<file path="src/rtl/instr_encoder.sv">
// RV32 instruction encoder: decoded request fields are packed into a 32-bit word and buffered in a small FIFO.
// Optional macro INSTR_ENC_RANGE_CHECK_EN rejects immediates that do not fit their encoding.
module instr_encoder #(
  parameter int FIFO_DEPTH = 2
) (
  input  logic        clk,
  input  logic        rst_n,
  input  logic        in_valid,
  output logic        in_ready,
  input  logic [4:0]  in_opcode,
  input  logic [4:0]  in_rd,
  input  logic [4:0]  in_rs1,
  input  logic [4:0]  in_rs2,
  input  logic [4:0]  in_rs3,
  input  logic [2:0]  in_funct3,
  input  logic [6:0]  in_funct7,
  input  logic [31:0] in_imm,
  output logic        out_valid,
  input  logic        out_ready,
  output logic [31:0] out_instr,
  output logic        err_pulse,
  output logic [7:0]  err_count
);

  localparam int AW = (FIFO_DEPTH > 1) ? $clog2(FIFO_DEPTH) : 1;
  localparam int CW = AW + 1;
  localparam logic [CW-1:0] DEPTH_C = CW'(FIFO_DEPTH);

  typedef enum logic [2:0] {
    FMT_R    = 3'd0,
    FMT_I    = 3'd1,
    FMT_S    = 3'd2,
    FMT_B    = 3'd3,
    FMT_U    = 3'd4,
    FMT_J    = 3'd5,
    FMT_R4   = 3'd6,
    FMT_NONE = 3'd7
  } fmt_e;

  function automatic fmt_e decode_fmt(input logic [4:0] op);
    case (op)
      5'b00000: decode_fmt = FMT_I;
      5'b01000: decode_fmt = FMT_S;
      5'b10000: decode_fmt = FMT_R4;
      5'b11000: decode_fmt = FMT_B;
      5'b11001: decode_fmt = FMT_I;
      5'b11011: decode_fmt = FMT_J;
      5'b00100: decode_fmt = FMT_I;
      5'b01100: decode_fmt = FMT_R;
      5'b00101: decode_fmt = FMT_U;
      5'b01101: decode_fmt = FMT_U;
      5'b00110: decode_fmt = FMT_I;
      5'b01110: decode_fmt = FMT_R;
      default:  decode_fmt = FMT_NONE;
    endcase
  endfunction

  function automatic logic [31:0] encode(
    input fmt_e        fmt,
    input logic [4:0]  op,
    input logic [4:0]  rd,
    input logic [4:0]  rs1,
    input logic [4:0]  rs2,
    input logic [4:0]  rs3,
    input logic [2:0]  f3,
    input logic [6:0]  f7,
    input logic [31:0] imm
  );
    logic [6:0] opc;
    opc = {op, 2'b11};
    case (fmt)
      FMT_R:   encode = {f7, rs2, rs1, f3, rd, opc};
      FMT_I:   encode = {imm[11:0], rs1, f3, rd, opc};
      FMT_S:   encode = {imm[11:5], rs2, rs1, f3, imm[4:0], opc};
      FMT_B:   encode = {imm[12], imm[10:5], rs2, rs1, f3, imm[4:1], imm[11], opc};
      FMT_U:   encode = {imm[31:12], rd, opc};
      FMT_J:   encode = {imm[20], imm[10:1], imm[11], imm[19:12], rd, opc};
      FMT_R4:  encode = {rs3, f7[1:0], rs2, rs1, f3, rd, opc};
      default: encode = 32'h0000_0000;
    endcase
  endfunction

`ifdef INSTR_ENC_RANGE_CHECK_EN
  // Sign-extension checks: the bits above the encodable range must all equal the sign bit.
  function automatic logic imm_ok(input fmt_e fmt, input logic [31:0] imm);
    case (fmt)
      FMT_I, FMT_S: imm_ok = (imm[31:11] == {21{imm[31]}});
      FMT_B:        imm_ok = (imm[31:12] == {20{imm[31]}}) && (imm[0] == 1'b0);
      FMT_J:        imm_ok = (imm[31:20] == {12{imm[31]}}) && (imm[0] == 1'b0);
      FMT_U:        imm_ok = (imm[11:0] == 12'h000);
      default:      imm_ok = 1'b1;
    endcase
  endfunction
`endif

  logic [31:0]   r_mem [FIFO_DEPTH];
  logic [AW-1:0] r_wr_ptr;
  logic [AW-1:0] r_rd_ptr;
  logic [CW-1:0] r_count;
  logic          r_err_pulse;
  logic [7:0]    r_err_count;

  fmt_e        w_fmt;
  logic [31:0] w_word;
  logic        w_range_ok;
  logic        w_accept;
  logic        w_reject;
  logic        w_push;
  logic        w_pop;

  // Request decode, encoding and accept/reject classification.
  always_comb begin
    w_fmt  = decode_fmt(in_opcode);
    w_word = encode(w_fmt, in_opcode, in_rd, in_rs1, in_rs2, in_rs3, in_funct3, in_funct7, in_imm);
`ifdef INSTR_ENC_RANGE_CHECK_EN
    w_range_ok = imm_ok(w_fmt, in_imm);
`else
    w_range_ok = 1'b1;
`endif
    w_accept = in_valid & in_ready;
    if (w_accept) begin
      w_reject = (w_fmt == FMT_NONE) | ~w_range_ok;
    end else begin
      w_reject = 1'b0;
    end
    w_push = w_accept & ~w_reject;
    w_pop  = out_valid & out_ready;
  end

  // FIFO storage, pointers, occupancy and reject bookkeeping.
  always_ff @(posedge clk) begin
    if (!rst_n) begin
      for (int i = 0; i < FIFO_DEPTH; i++) begin
        r_mem[i] <= 32'h0000_0000;
      end
      r_wr_ptr    <= {AW{1'b0}};
      r_rd_ptr    <= {AW{1'b0}};
      r_count     <= {CW{1'b0}};
      r_err_pulse <= 1'b0;
      r_err_count <= 8'h00;
    end else begin
      if (w_push) begin
        r_mem[r_wr_ptr] <= w_word;
        r_wr_ptr        <= r_wr_ptr + 1'b1;
      end
      if (w_pop) begin
        r_rd_ptr <= r_rd_ptr + 1'b1;
      end
      if (w_push && !w_pop) begin
        r_count <= r_count + 1'b1;
      end else if (!w_push && w_pop) begin
        r_count <= r_count - 1'b1;
      end
      r_err_pulse <= w_reject;
      if (w_reject && (r_err_count != 8'hFF)) begin
        r_err_count <= r_err_count + 8'h01;
      end
    end
  end

  // in_ready depends only on registered occupancy, never on out_ready.
  assign in_ready  = (r_count < DEPTH_C);
  assign out_valid = (r_count != {CW{1'b0}});
  assign out_instr = r_mem[r_rd_ptr];
  assign err_pulse = r_err_pulse;
  assign err_count = r_err_count;

endmodule

</file>
<file path="config.mk">
export PLATFORM = sky130hd
export DESIGN_NAME = instr_encoder
export DESIGN_NICKNAME = d
export VERILOG_FILES = /design/src/rtl/instr_encoder.sv
export SDC_FILE = /design/constraint.sdc
export NUM_CORES = 1
export LEC_CHECK = 0
export ABC_AREA = 1
export BUFFER_PORTS_ARGS = -buffer_cell sky130_fd_sc_hd__buf_2
export CAP_MARGIN = 20
export CORE_AREA = 2 2 104 76
export DETAILED_ROUTE_END_ITERATION = 10
export DIE_AREA = 0 0 106 78
export PLACE_DENSITY = 0.89
export SLEW_MARGIN = 40
export SYNTH_ARGS = -nofsm -noshare
export SYNTH_HDL_FRONTEND = slang
export SYNTH_SLANG_ARGS = --single-unit
</file>
<file path="constraint.sdc">
create_clock -name clk -period 3.5 [get_ports clk]
set_input_delay 0.525 -clock clk [delete_from_list [all_inputs] [get_ports clk]]
set_output_delay 0.525 -clock clk [all_outputs]
set_load 0.005 [all_outputs]
</file>
## Word-level counts from Yosys, hierarchy flattened

Memory sizes are Yosys's and may differ from the RTL's. A register that Yosys moved wholly into a read port is not among the register bits.
Cells that the tools add are included.

- Add/subtract/negate cells: 5
- Order comparisons: 1
- Equality and inequality tests: 8
- Multiplexer cells: 13
- Bitwise gates (word level): 4
- Reduce and logical (&&, ||, !) cells: 9

Operator list:

| cell | number |
|---|---|
| $pmux 32 s7 | 1 |
| $mux 32 | 1 |
| $reduce_or 32->1 | 1 |
| $eq 3x3->1 const B | 4 |
| $mux 1 | 9 |
| $add 8x1->8 const B | 1 |
| $ne 8x8->1 const B | 1 |
| $eq 3x2->1 const B | 2 |
| $mux 2 | 2 |
| $reduce_bool 2->1 | 2 |
| $and 1x1->1 | 3 |
| $eq 3x1->1 const B | 1 |
| $logic_and 1x1->1 | 3 |
| $logic_not 3->1 | 1 |
| $add 1x1->1 const B | 2 |
| $add 2x1->2 const B | 1 |
| $logic_not 1->1 | 2 |
| $lt 2x2->1 const B | 1 |
| $sub 2x1->2 const B | 1 |
| $not 1->1 | 1 |

- Bits in registers: 13
- RAM bits: 64
- ROM bits: 96
- Bits of input ports: 71
- Logic and storage cells: 47
- Memories: 2

Memories:

| memory | depth | bits a word | rd ports | clocked after Yosys merged registers in | write ports | RTL line | source |
|---|---|---|---|---|---|---|---|
| (name not given) | 32 | 3 | 1 | 0 | 0 | 41 | `case (op)` |
| r_mem | 2 | 32 | 1 | 1 | 2 | 96 | `logic [31:0] r_mem [FIFO_DEPTH];` |

## Depth between registers and ports, before layout

Gate-level depths: netlist of run 1.

- Depth in word-level cells: 10
- Mapped depth: 14
- Depth with buffers taken out: 14

## Least setup slack after synthesis of run 1

OpenSTA, ideal clock, no wires.

- Path kind: input -> register
- Start: input port in_opcode[1]
- End: memory r_mem[0][0], enable pin
- Arrival: 2151 ps
- Required time: 3112 ps
- Setup slack: 961 ps
- Stages on the path: 10
- Buffers on the path: 1
- Cells stage by stage: nor2_2 > nand3_1 > nand2_4 > inv_4 > nand3_4 > nand2_4 > nor2_4 > nand2_2 > buf_6 > nand2_1

RTL lines:

| element | RTL line | source |
|---|---|---|
| start: declaration | 10 | `input logic [4:0] in_opcode,` |
| end: declaration | 96 |  |

==> reports/metrics.yaml, run 1 <==
period_share_pct: 70.1
synth_top_family_by_area: "simple AND/OR/NAND/NOR gates"
yosysSeqAreaShare_pct: 54.1
p_leak_nw: 2.13
route.detailed.vias_per_inst: 5.44
clk_latency_ns: 0.36
setup_viol: 0
wire_per_inst_um: 16.2
rr_startpoint: "r_count[1]"
htreeDepth: 3
synth-simple-area-share_pct: 22.0
worstSetupPathType: "reg -> out"
initial_core_util_pct: 55.1
drv_cap: 0
ant_nets: 0
yosysWarnings: 0
io_pins: 114
synth_area_per_cell_um2: 9.92
synth_cell_types: 32
required_ns: 2.97
crit_buf_inv: 2
place_inst: 603
path_cells: "buf_4 -> mux2_2 -> buf_2"
layout_min_cycle_time_ns: 2.45
track_usage_pct: 24.5
max_stage_delay_ns: 0.64
grt_pass1_vias: 3318
cp_slowest_cell: "dfxtp_1"
syn_nets: 472
synth_area_leaders: "edfxtp_1 (47%), mux2_2 (8.8%), dfxtp_1 (7.1%), nor2_1 (6.9%), nand2_1 (6.7%)"
area_growth_pct: 21.1
die_h_um: 78
drive_gt1_share_pct: 37.0
slew_headroom_pct: 53.7
routed_wirelength_um: 10000
dieArea_mm2: 0.00827
place_hpwl_um: 7300
grt_pass1_wl_um: 15500
drtIter0Drc: 325
io_buffer_count: 113
finalWorstSetupSlack_ns: 1.05
cts_sinks: 76
hp-start: "rst_n"
post_synth_xor_area_fraction_pct: 1.55
synth_top_area_cell: "edfxtp_1"
holdPathEnd: "err_count[1]"
r2r_slack_ns: 1.56
slew_viol_final: 0
cts_inserted_buffers: 9
syn_inst: 399
hold_class: "in -> reg"
grt_setup_unrepaired: "no"
gp_congestion: 0.883
worst_setup_path_end_kind: "output pin"
rr_worst_depth: 8
critPathLaunchType: "register"
clkTransAtPathRegs_ns: 0.09
synth_compound_area_share_pct: 7.27
yosys_register_bits: 76
grt_max_degree: 31
cts.path.max_buffers: 2
r2r_end: "r_mem[1][20]"
outcome: "complete, no violations"
cp.arrival_ns: 1.93
netlist_area_mm2: 0.00396
max_freq_mhz: 408
antenna_found_initial: 0
finalClockSkew_ns: 0.0141
ctsResizeCount: 0
dr.pass1.iters: 5
num_rows: 26
critPathTopFamily: "flip-flops"
cts_hold_buffers: 0
utilization_pct: 66.7
whs_path_depth: 3
synthAdderAreaFrac_pct: 0.632
post_cts_buffers: 0
worstMarginPinSlew_ns: 0.691
postPlaceCellArea_mm2: 0.00460
vias: 3369
peakVddDrop_uv: 462
die_x_um: 106
grt_overflow: 0
synth_top_area_share_pct: 47.0
core_area_mm2: 0.00719
synthMuxAreaShare_pct: 8.82
final_area_mm2: 0.00479
fillers: 538
antenna_cells: 0
power_density_mw_per_mm2: 508
cts_tree: "yes"
setup-tns-final_ns: 0
nets: 589
dp_slack_ns: 0.758
crit_fanout: 22
clock-root-buffer: "clkbuf_8"
final_cell_count_no_fill: 619
hold_viol_final: 0
post-route-drc-count: 0
sequential cells by signal (all words and copies together) (netlist names), named ones only:
register,cells
r_count,2
err_count,8
r_mem,62
r_wr_ptr,1
err_pulse,1
r_rd_ptr,1
per-stage QoR:
stage	hold slack, ns	power [mW]
finish	0.512	2.43
global route	0.521	2.54
CTS	0.492	2.44
detailed placement	0.497	1.78
global placement	0.487	1.76
floorplan	0.472	1.53
synth_stat cells, drive strengths merged:
| cell | instances |
|---|---|
| xor2 | 5 |
| a21boi | 2 |
| nand4 | 9 |
| edfxtp | 62 |
| a22oi | 12 |
| ha | 2 |
| buf | 12 |
| inv | 31 |
| mux2 | 31 |
| nor3 | 3 |
| nand2 | 79 |
| a21oi | 21 |
| nand3 | 22 |
| nor2 | 79 |
| dfxtp | 14 |
| xnor2 | 2 |
| clkinv | 1 |
| o21ai | 11 |
| and2 | 1 |
power by group:
part           leakage (nW)  switching (mW)  total (mW)  internal (mW)
sequential            0.759          0.0470        1.12           1.07
combinational          1.28           0.358       0.651          0.293
clock                0.0918           0.336       0.667          0.331
total                  2.13           0.740        2.43           1.69
final cells by class:
cell class	count	area, um^2	area share [%]
Clock buffer	9	124	2.58
Clock inverter	7	75.1	1.57
Inverter	32	123	2.56
Multi-Input combinational cell	279	1590	33.2
Sequential cell	76	2140	44.7
Tap cell	98	123	2.56
Timing Repair Buffer	118	616	12.8
layer usage:
metal | vias to the layer above | GRT usage (%) | routed length (um)
met5 | - | 0 | 0
met4 | 0 | 7.76 | 128
met3 | 14 | 4.37 | 781
met2 | 177 | 42.4 | 4840
met1 | 1579 | 31.6 | 4250
li1 | 1599 | - | -
worst reg2reg max path, cell delays in order (launching register included):
cell     delay (ns)
dfxtp_1        0.30
inv_1          0.11
nand2_1        0.15
inv_1          0.16
nand2_4        0.09
nor2_4         0.11
inv_2          0.04
nand2_1        0.40
buf_12         0.25
cells in the final DEF (no fill, tap or decap), types with 3 or more instances in the layout:
| cell type | Yosys | final |
|---|---|---|
| nand2_2 | 6 | 6 |
| inv_1 | 26 | 26 |
| inv_2 | 4 | 4 |
| buf_2 | 1 | 113 |
| a22oi_1 | 12 | 12 |
| nor2_4 | 4 | 4 |
| nand2_1 | 71 | 71 |
| clkbuf_8 | 0 | 9 |
| dfxtp_1 | 14 | 14 |
| buf_4 | 1 | 4 |
| a21oi_2 | 6 | 6 |
| mux2_2 | 31 | 31 |
| edfxtp_1 | 62 | 62 |
| xor2_1 | 5 | 5 |
| nand3_1 | 20 | 20 |
| nand4_1 | 8 | 8 |
| nor3_1 | 3 | 3 |
| a21oi_1 | 15 | 15 |
| nor2_1 | 73 | 73 |
| o21ai_0 | 11 | 11 |
| clkinvlp_4 | 0 | 3 |
worst max-delay path by stage:
stage,end,cells past startpoint,from
floorplan,r_mem[0][0],10,in_opcode[1]
global route,r_mem[1][20],13,in_opcode[1]
CTS,out_instr[31],3,register
detailed placement,r_mem[1][20],13,in_opcode[1]
finish,out_instr[22],3,register
global placement,r_mem[1][18],13,in_opcode[1]
logic make-up after synthesis:
group	after synthesis
compound gates	46
xor+xnor	7
fa+ha+maj	2
buf+inv	44
flops	76
mux	31
simple gates	193
Note: power is estimated with default switching activity, not from simulation.
==> inputs of run 2 (changes only) <==
--- a/config.mk
+++ b/config.mk
@@ -5,13 +5,13 @@
 export SDC_FILE = /design/constraint.sdc
 export NUM_CORES = 1
 export LEC_CHECK = 0
-export ABC_AREA = 1
+export ABC_AREA = 0
 export BUFFER_PORTS_ARGS = -buffer_cell sky130_fd_sc_hd__buf_2
 export CAP_MARGIN = 20
-export CORE_AREA = 2 2 104 76
+export CORE_AREA = 2 2 108 78
 export DETAILED_ROUTE_END_ITERATION = 10
-export DIE_AREA = 0 0 106 78
-export PLACE_DENSITY = 0.89
+export DIE_AREA = 0 0 110 80
+export PLACE_DENSITY = 0.85
 export SLEW_MARGIN = 40
 export SYNTH_ARGS = -nofsm -noshare
 export SYNTH_HDL_FRONTEND = slang
==> constraint.sdc (replaced) <==
create_clock -name clk -period 2.3 [get_ports clk]
set_input_delay 0.345 -clock clk [delete_from_list [all_inputs] [get_ports clk]]
set_output_delay 0.345 -clock clk [all_outputs]
set_load 0.005 [all_outputs]
==> run 2 against run 1 <==
Compared with the run above: clock power rose by 69%; final cell count fell by 9.0%; setup slack got worse by 0.67 ns; non-clock buffer count rose by 9; hold slack got worse by 0.17 ns; count of clock-buffer cells in the layout did not move; critical path type unchanged.
==> reports/metrics.yaml, run 2 <==
outcome: "complete, no violations"
setup_viol: 0  # unchanged
sw_frac_of_total_pct: 28.1  # -2.3 points
grt_overflow: 0  # unchanged
synth_area_per_cell_um2: 11.6  # +17%
drive_gt1_share_pct: 43.5  # +6.5 points
synth_most_common_cell: "edfxtp_1"
cts.path.max_buffers: 2  # unchanged
clkTransAtPathRegs_ns: 0.08  # about the same
hold_class: "in -> reg"
finalClockSkew_ns: 0.00693  # -0.00714 ns
r2r_slack_ns: 0.44  # -1.12 ns
cp.arrival_ns: 1.58  # -0.35 ns
power_density_mw_per_mm2: 767  # +51%
yosysSeqAreaShare_pct: 54.2  # +0.10 points
antenna_found_initial: 0  # unchanged
max_freq_mhz: 521
clk_latency_ns: 0.34  # -0.02 ns
grt_pass1_wl_um: 15300  # -1.1%
holdPathEnd: "r_mem[1][15]"
yosysWarnings: 0  # unchanged
synth_area_leaders: "edfxtp_1 (47%), mux2_2 (8.8%), dfxtp_1 (7.1%), nor2_1 (5.3%), a22oi_1 (2.3%)"
synth_top_area_cell: "edfxtp_1"
multi_input_area_mm2: 0.00169  # +5.9%
rr_startpoint: "r_count[1]"
syn_nets: 414  # -12%
ctsResizeCount: 0  # unchanged
area_growth_pct: 24.1
synth_ff_type: "edfxtp_1"
required_ns: 1.96  # -1.01 ns
fillers: 626  # +16%
routed_wirelength_um: 9720  # -2.8%
drv_cap: 0  # unchanged
place_hpwl_um: 7060  # -3.2%
layout_min_cycle_time_ns: 1.92
seqPwrFrac_pct: 44.2  # -1.7 points
utilization_pct: 63.4  # -3.3 points
antenna_cells: 0  # unchanged
crit_fanout: 31  # +41%
cts_hold_buffers: 0  # unchanged
final_cell_count_no_fill: 563  # -9.0%
p_clk_share_pct: 30.0  # +2.6 points
cts_inserted_buffers: 9  # unchanged
io_buffer_count: 113  # unchanged
slew_viol_final: 0  # unchanged
die_x_um: 110  # +3.8%
wire_per_inst_um: 17.3  # +6.8%
track_usage_pct: 23.3  # -1.3 points
regArea_mm2: 0.00214  # unchanged
cts_sinks: 76  # unchanged
nets: 530  # -10%
io_pins: 114  # unchanged
grt_pass1_vias: 3093  # -6.8%
hold_viol_final: 0  # unchanged
grt_setup_unrepaired: "no"
whs_path_depth: 3  # unchanged
yosys_register_bits: 76  # unchanged
clock-root-buffer: "clkbuf_8"
p_leak_nw: 2.02  # -5.2%
drtIter0Drc: 327  # +0.62%
synthArstFlopShare_pct: 0  # unchanged
synth_cell_types: 58  # +81%
peakVddDrop_uv: 389  # -16%
htreeDepth: 3  # unchanged
core_area_mm2: 0.00774  # +7.6%
largest_reg_flops: 62  # unchanged
slew_headroom_pct: 46.1  # -7.6 points
period_share_pct: 83.5
ant_nets: 0  # unchanged
finalPower_mw: 3.76  # +55%
num_rows: 27  # +3.8%
p_switching_mw: 1.06  # +43%
place_inst: 547  # -9.3%
cts_tree: "yes"
holdWs_ns: 0.340  # -0.173 ns
worst_setup_path_end_kind: "output pin"
intPower_mw: 2.71  # +60%
vias: 3186  # -5.4%
pwr-share-comb_pct: 25.8  # -0.9 points
dr.pass1.iters: 5  # unchanged
yosys-top-cells-count: "edfxtp_1 (62), nor2_1 (56), mux2_2 (31)"
layout_commonest_cell: "buf_2"
route.detailed.vias_per_inst: 5.66  # +4.0%
worstMarginPinSlew_ns: 0.796  # +0.105 ns
worstSetupPathType: "reg -> out"
gp_congestion: 0.854  # -3.3%
synth_top_area_share_pct: 47.1  # +0.089 points
syn_inst: 341  # -15%
dieArea_mm2: 0.00880  # +6.4%
r2r_end: "r_count[1]"
post-route-drc-count: 0  # unchanged
synth-edff-count: 62  # unchanged
initial_core_util_pct: 51.1  # -4.0 points
rr_worst_depth: 6  # -2
die_h_um: 80  # +2.6%
top_register: "r_mem"
post_cts_buffers: 0  # unchanged
hp-start: "in_rs1[0]"
critPathLaunchType: "register"
grt_max_degree: 32  # +3.2%
netlist_area_mm2: 0.00395  # -0.19%
most-common-layout-cells: "buf_2 (113), edfxtp_1 (62), nor2_1 (56)"
run 2: cell families after synthesis:
family,synth area share (%)
AND/OR/NAND/NOR,17.2
multiplexers,9.69
XOR/XNOR,1.77
AO/OA/AOI/OAI,11.8
flip-flops,54.2
buffers and inverters,4.40
adder cells (fa/ha/maj),0.886
run 2: how the worst max path moves through the flow:
stage | endpoint | startpoint | cells past startpoint
after global routing | r_mem[1][21] | in_opcode[2] | 7
after detailed placement | r_mem[1][11] | in_opcode[4] | 7
after CTS | out_instr[2] | register | 3
after global placement | r_mem[1][21] | in_opcode[2] | 7
after floorplan | r_mem[0][0] | in_opcode[2] | 6
final | out_instr[2] | register | 3
run 2: metal layers:
| metal | track usage, % | wire length, um |
|---|---|---|
| met4 | 6.58 | 167 |
| met5 | 0 | 0 |
| met2 | 38.8 | 4680 |
| met3 | 5.47 | 868 |
| met1 | 30.2 | 3990 |
run 2: area by class of cell:
class,instances,share of cell area (%)
flip-flops and latches,76,43.7
inverters,12,0.918
well taps,101,2.58
multi-input cells,231,34.4
repair buffers,127,13.9
clock buffers,9,2.53
clock inverters,7,1.99
run 2: stage by stage:
| stage | cell area, um^2 | setup TNS, ns | worst slack (ns) |
|---|---|---|---|
| after floorplan | 3960 | -2.66 | -0.0859 |
| after global placement | 4670 | 0 | 0.0742 |
| after detailed placement | 4680 | 0 | 0.0534 |
| after CTS | 4900 | 0 | 0.351 |
| after global routing | 4900 | 0 | 0.247 |
| final | 4900 | 0 | 0.380 |
run 2: critical path, stage by stage (launching register included):
cell	delay, ns
dfxtp_1	0.32
buf_4	0.37
mux2_2	0.39
buf_2	0.14
run 2: power by group through the flow:
stage               Clock (mW)  Combinational [mW]  Sequential [mW]
floorplan                    0               0.597             1.68
global placement             0               0.945             1.69
detailed placement           0               0.974             1.70
CTS                       1.14               0.980             1.66
global route              1.21                1.07             1.68
finish                    1.13               0.971             1.66
